--- src/rtl/snake_pkg.sv ---
// Shared types and constants for the command writer.
// CMD_FILL_EN adds the FILL state to the FSM encoding.
package snake_pkg;

    localparam int unsigned FB_ADDR_W = 10;
    localparam int unsigned FB_DEPTH  = 1024;
    localparam int unsigned STATE_W   = 16;
    localparam int unsigned SCORE_W   = 10;

    typedef enum logic [3:0] {
        OP_WRITE     = 4'h1,
        OP_FILL      = 4'h2,
        OP_SET_STATE = 4'h3,
        OP_SET_SCORE = 4'h4
    } opcode_e;

`ifdef CMD_FILL_EN
    typedef enum logic [1:0] {StIdle, StExec, StFill} fsm_e;
`else
    typedef enum logic [1:0] {StIdle, StExec} fsm_e;
`endif

endpackage

--- src/rtl/sync_ff.sv ---
// Multi-flop synchronizer for a single asynchronous level signal.
module sync_ff #(
    parameter int unsigned STAGES = 2
) (
    input  logic clk_i,
    input  logic rst_ni,
    input  logic d_i,
    output logic q_o
);

    logic [STAGES-1:0] sync_q;

    always_ff @(posedge clk_i or negedge rst_ni) begin
        if (!rst_ni) begin
            sync_q <= '0;
        end else begin
            sync_q <= {sync_q[STAGES-2:0], d_i};
        end
    end

    assign q_o = sync_q[STAGES-1];

endmodule

--- src/rtl/cmd_writer.sv ---
// Decodes SPI command bytes at the end of each cs transaction into frame-buffer writes and
// state/score updates. Define CMD_FILL_EN to build the frame-buffer FILL command.
module cmd_writer
    import snake_pkg::*;
#(
    parameter int unsigned SYNC_STAGES = 2
) (
    input  logic                 clk,
    input  logic                 resetB,
    input  logic                 cs,
    input  logic [7:0]           command,
    input  logic [7:0]           databyte1,
    input  logic [7:0]           databyte2,
    output logic                 we,
    output logic [FB_ADDR_W-1:0] waddr,
    output logic [7:0]           wdata,
    output logic [STATE_W-1:0]   state,
    output logic [SCORE_W-1:0]   score,
    output logic                 busy,
    output logic                 drop
);

    logic cs_sync, cs_prev_q, txn_end;
    fsm_e fsm_q, fsm_d;
    logic we_q, we_d, drop_q, drop_d;
    logic [FB_ADDR_W-1:0] waddr_q, waddr_d;
    logic [7:0] wdata_q, wdata_d;
    logic [STATE_W-1:0] state_q, state_d;
    logic [SCORE_W-1:0] score_q, score_d;
    logic unused_cmd;

`ifdef CMD_FILL_EN
    logic busy_q, busy_d;
    logic [3:0] op_q, op_d;
`endif

    sync_ff #(.STAGES(SYNC_STAGES)) u_cs_sync (
        .clk_i  (clk),
        .rst_ni (resetB),
        .d_i    (cs),
        .q_o    (cs_sync)
    );

    // cs_prev_q resets low, so cs already low at release never looks like a falling edge
    assign txn_end    = cs_prev_q & ~cs_sync;
    assign unused_cmd = ^command[3:2];

    always_comb begin
        fsm_d   = fsm_q;
        we_d    = 1'b0;
        drop_d  = 1'b0;
        waddr_d = waddr_q;
        wdata_d = wdata_q;
        state_d = state_q;
        score_d = score_q;
`ifdef CMD_FILL_EN
        busy_d  = busy_q;
        op_d    = op_q;
`endif
        if (txn_end && fsm_q != StIdle) begin
            drop_d = 1'b1;
        end
        case (fsm_q)
            StIdle: begin
                if (txn_end) begin
                    fsm_d = StExec;
`ifdef CMD_FILL_EN
                    op_d  = command[7:4];
`endif
                    // Results are registered at the end of E so they appear in E+1
                    case (command[7:4])
                        OP_WRITE: begin
                            we_d    = 1'b1;
                            waddr_d = {command[1:0], databyte1};
                            wdata_d = databyte2;
                        end
`ifdef CMD_FILL_EN
                        OP_FILL: begin
                            we_d    = 1'b1;
                            waddr_d = '0;
                            wdata_d = databyte2;
                            busy_d  = 1'b1;
                        end
`endif
                        OP_SET_STATE: state_d = {databyte1, databyte2};
                        OP_SET_SCORE: score_d = {command[1:0], databyte2};
                        default:      drop_d  = 1'b1;
                    endcase
                end
            end
            StExec: begin
                fsm_d = StIdle;
`ifdef CMD_FILL_EN
                if (op_q == OP_FILL) begin
                    fsm_d   = StFill;
                    we_d    = 1'b1;
                    waddr_d = waddr_q + 1'b1;
                end
`endif
            end
`ifdef CMD_FILL_EN
            StFill: begin
                if (waddr_q == FB_ADDR_W'(FB_DEPTH - 1)) begin
                    fsm_d  = StIdle;
                    busy_d = 1'b0;
                end else begin
                    we_d    = 1'b1;
                    waddr_d = waddr_q + 1'b1;
                end
            end
`endif
            default: fsm_d = StIdle;
        endcase
    end

    always_ff @(posedge clk or negedge resetB) begin
        if (!resetB) begin
            fsm_q     <= StIdle;
            cs_prev_q <= 1'b0;
            we_q      <= 1'b0;
            drop_q    <= 1'b0;
            waddr_q   <= '0;
            wdata_q   <= '0;
            state_q   <= '0;
            score_q   <= '0;
`ifdef CMD_FILL_EN
            busy_q    <= 1'b0;
            op_q      <= '0;
`endif
        end else begin
            fsm_q     <= fsm_d;
            cs_prev_q <= cs_sync;
            we_q      <= we_d;
            drop_q    <= drop_d;
            waddr_q   <= waddr_d;
            wdata_q   <= wdata_d;
            state_q   <= state_d;
            score_q   <= score_d;
`ifdef CMD_FILL_EN
            busy_q    <= busy_d;
            op_q      <= op_d;
`endif
        end
    end

    assign we    = we_q;
    assign drop  = drop_q;
    assign waddr = waddr_q;
    assign wdata = wdata_q;
    assign state = state_q;
    assign score = score_q;
`ifdef CMD_FILL_EN
    assign busy  = busy_q;
`else
    assign busy  = 1'b0;
`endif

endmodule
--- config.mk ---
export PLATFORM = sky130hd
export DESIGN_NAME = cmd_writer
export DESIGN_NICKNAME = d
export VERILOG_FILES = /design/src/rtl/snake_pkg.sv /design/src/rtl/sync_ff.sv /design/src/rtl/cmd_writer.sv
export SDC_FILE = /design/constraint.sdc
export NUM_CORES = 1
export LEC_CHECK = 0
export CAP_MARGIN = 30
export CORE_AREA = 2 2 70 72
export DETAILED_ROUTE_END_ITERATION = 10
export DIE_AREA = 0 0 72 74
export GPL_TIMING_DRIVEN = 0
export PLACE_DENSITY = 0.77
export SLEW_MARGIN = 5
export SYNTH_ARGS = -nofsm -noshare
export SYNTH_HDL_FRONTEND = slang
export SYNTH_HIERARCHICAL = 1
export SYNTH_SLANG_ARGS = --single-unit
--- constraint.sdc ---
create_clock -name clk -period 2.4 [get_ports clk]
set_input_delay 0.24 -clock clk [delete_from_list [all_inputs] [get_ports clk]]
set_output_delay 0.24 -clock clk [all_outputs]
set_load 0.01 [all_outputs]
==> metrics.txt <==
status=finished clean; Final Hold Fails=0; Cells after Synth=111; remaining global-route overflow=0; Fillers=352; Cell Int Power=1531 uW; top cells by area, synth=dfrtp_1 66%, mux2_2 26%, nor3_4 1.7%; RSZ-0062 raised after global routing=false; fin crit period=2.121 ns; critical path start-end classification=reg -> reg; Die W=72 um; critical path data required time=2.58 ns; Sw Ratio=25.25%; fin worst setup slack=0.2792 ns; ys flop type=dfrtp_1; IO buf count=70; largest net degree at the start of global routing=40; clock input transition at the sequential cells of the worst setup and hold paths=0.08 ns; CTS Sinks=50; design area=0.002760 mm2; ys async rst share=100.0%; Pwr Density=742.2 mW/mm2; Avg WL per Cell=16.82 um; layout cell share with drive strength beyond 1=31.58%; crit-path max FO=10; Critical Path End Type=register; Vias/cell=4.869; Least-Margin Pin Slew=0.5510 ns; placed cell count=236; Pleak=0.001226 uW; placed cell area=0.002670 mm2; CTS root buffer=clkbuf_8; nets=217; Switching Power=517.2 uW; Synth cell types=16; H-tree depth=2; DRT antenna net count=0; Sequential Area=0.001251 mm2; Final Skew=0.008310 ns; io pins=74; synth warn=6; GPL Wtd Cong=0.7143; Tot GR Track Use=16.13%; vias=1188; Flop pwr share=51.0%; WL final=4.103 mm; Non-Filler Instances=244; number of synthesized register bits=50; met3 wire len=150 um; Cell Rows=25; die height=74 um; Area growth, synth to finish=46.29%; worst skew pair latency=0.29 ns; Top Layer Used=met4; Post-synth EDFFs=0; Setup Buffers After CTS=0; antenna cells=0; Die Area=0.005328 mm2; Worst EP arrival=2.30 ns; Comb power frac=26.8%; Max Slew Vio Count=0; CTS buffer count=5; share of the synthesized area in the top cell type=66.31%; most frequent cell after synthesis=dfrtp_1; Synth area leader=dfrtp_1; CTS tree=done; Seq/Total Area, Yosys=66.31%; vias in the first global route=1248; synthesized area per cell=17.00 um2; Final Power=2048 uW; met2 WL=2.381 mm; Detail Placement HPWL=3.066 mm; Slew headroom=63.15%; pre-CTS setup slack=-0.03844 ns; startpoint type of the worst setup path=register; Max VDD drop=460.9 uV; Longest Clk Path Bufs=2; Initial Util=41.03%; synthesized area=0.001887 mm2; final setup violation count=0; footprint of the multi-input gates=593.1 um2; Initial DRT Pass Iterations=2; Clock power frac=22.2%; initial antenna violation count=0; Initial DRC Count=29; Max Cap Viol=0; period utilization=88.37%; Syn Nets=138; leading post-synthesis cells by instance count=50 x dfrtp_1, 44 x mux2_2, 2 x nand2b_1, 2 x nor2_1, 2 x nor3_4; HP Class=reg -> reg; residual DRC count=0; met1 wire length=1.537 mm; Core Region=0.004598 mm2; first-pass GRT wire length=6.389 mm; f_max=471.5 MHz
-- worst paths after layout --
| kind | start | end | slack [ns] | cells past startpoint |
|---|---|---|---|---|
| max reg2reg | fsm_q[0]$_DFFE_PN0P_ | wdata[7]$_DFFE_PN0P_ | 0.28 | 4 |
| min in group asynchronous | resetB | state[4]$_DFFE_PN0P_ | 0.39 | 2 |
| max in group asynchronous | resetB | we$_DFF_PN0_ | 1.52 | 3 |
| min reg2reg | u_cs_sync/sync_q[0]$_DFF_PN0_ | u_cs_sync/sync_q[1]$_DFF_PN0_ | 0.36 | 0 |
| min | u_cs_sync/sync_q[0]$_DFF_PN0_ | u_cs_sync/sync_q[1]$_DFF_PN0_ | 0.36 | 0 |
| max | fsm_q[0]$_DFFE_PN0P_ | wdata[7]$_DFFE_PN0P_ | 0.28 | 4 |
-- power by group through the flow --
stage / Combinational, uW / Clock [uW] / Sequential (uW)
2_1_floorplan: 127 / 0 / 1120
5_1_grt: 579 / 512 / 1060
3_3_place_gp: 535 / 0 / 1050
3_5_place_dp: 555 / 0 / 1060
6_report: 549 / 454 / 1050
4_1_cts: 559 / 476 / 1050
-- worst max-delay path, cell delays in order, from the launching register on --
cell and delay, ns:
dfrtp_1 0.40, or4b_4 0.60, nor3_4 0.46, buf_8 0.22
mux2_2 0.34
-- repair_timing --
action                                  in CTS  in global routing
endpoints found under the setup margin       0                  0
endpoints found under the hold margin       11                  0
gates resized for setup                      0                  0
hold buffers                                 1                  0
-- final cells by class --
cell class                      instances  area share, %
Clock buffer                            6          2.629
Clock inverter                          1         0.2720
Inverter                                1         0.1360
Multi-Input combinational cell         56          21.49
Sequential cell                        50          45.33
Buffer                                  4          1.405
Tap cell                               54          2.448
Timing Repair Buffer                   72          26.29
-- metal layers --
layer	track usage, %	up-vias
met1	18.09	613
met5	0	-
met2	29.94	31
li1	-	542
met3	4.472	2
met4	5.031	0
-- state kept, by name, indices dropped and copies added (netlist names) --
signal and flops:
state 16, cs_prev_q 1, waddr 10, drop 1, fsm_q 1, score 10
we 1, wdata 8, u_cs_sync/sync_q 2
-- kinds of logic after synthesis --
group,share of synthesized area [%]
multiplexers,26.26
buffers and inverters,2.254
AND/OR/NAND/NOR,4.575
flip-flops,66.31
other,0.1987
AO/OA/AOI/OAI,0.3980
-- per-stage QoR --
step,setup TNS [ns],utilization (%),hold slack [ns]
detailed placement,-0.3196,58.07,0.1386
global route,0,60.03,0.3729
finish,0,60.03,0.3568
floorplan,0,-,-0.05559
global placement,-6.129,57.74,0.3378
CTS,0,60.03,0.3516
-- cells in the final DEF (no fill, tap or decap), drive strengths merged --
cell | Yosys | routed
buf | 4 | 6
inv | 1 | 1
nor3 | 3 | 3
nand2b | 2 | 2
a211oi | 1 | 1
conb | 1 | 1
clkdlybuf4s50 | 0 | 69
or3b | 1 | 1
dlygate4sd3 | 0 | 1
clkbuf | 0 | 6
nor2 | 2 | 2
or2 | 1 | 1
clkinvlp | 0 | 1
mux2 | 44 | 44
or4b | 1 | 1
dfrtp | 50 | 50
No activity file was read; power rests on OpenSTA's default activity.
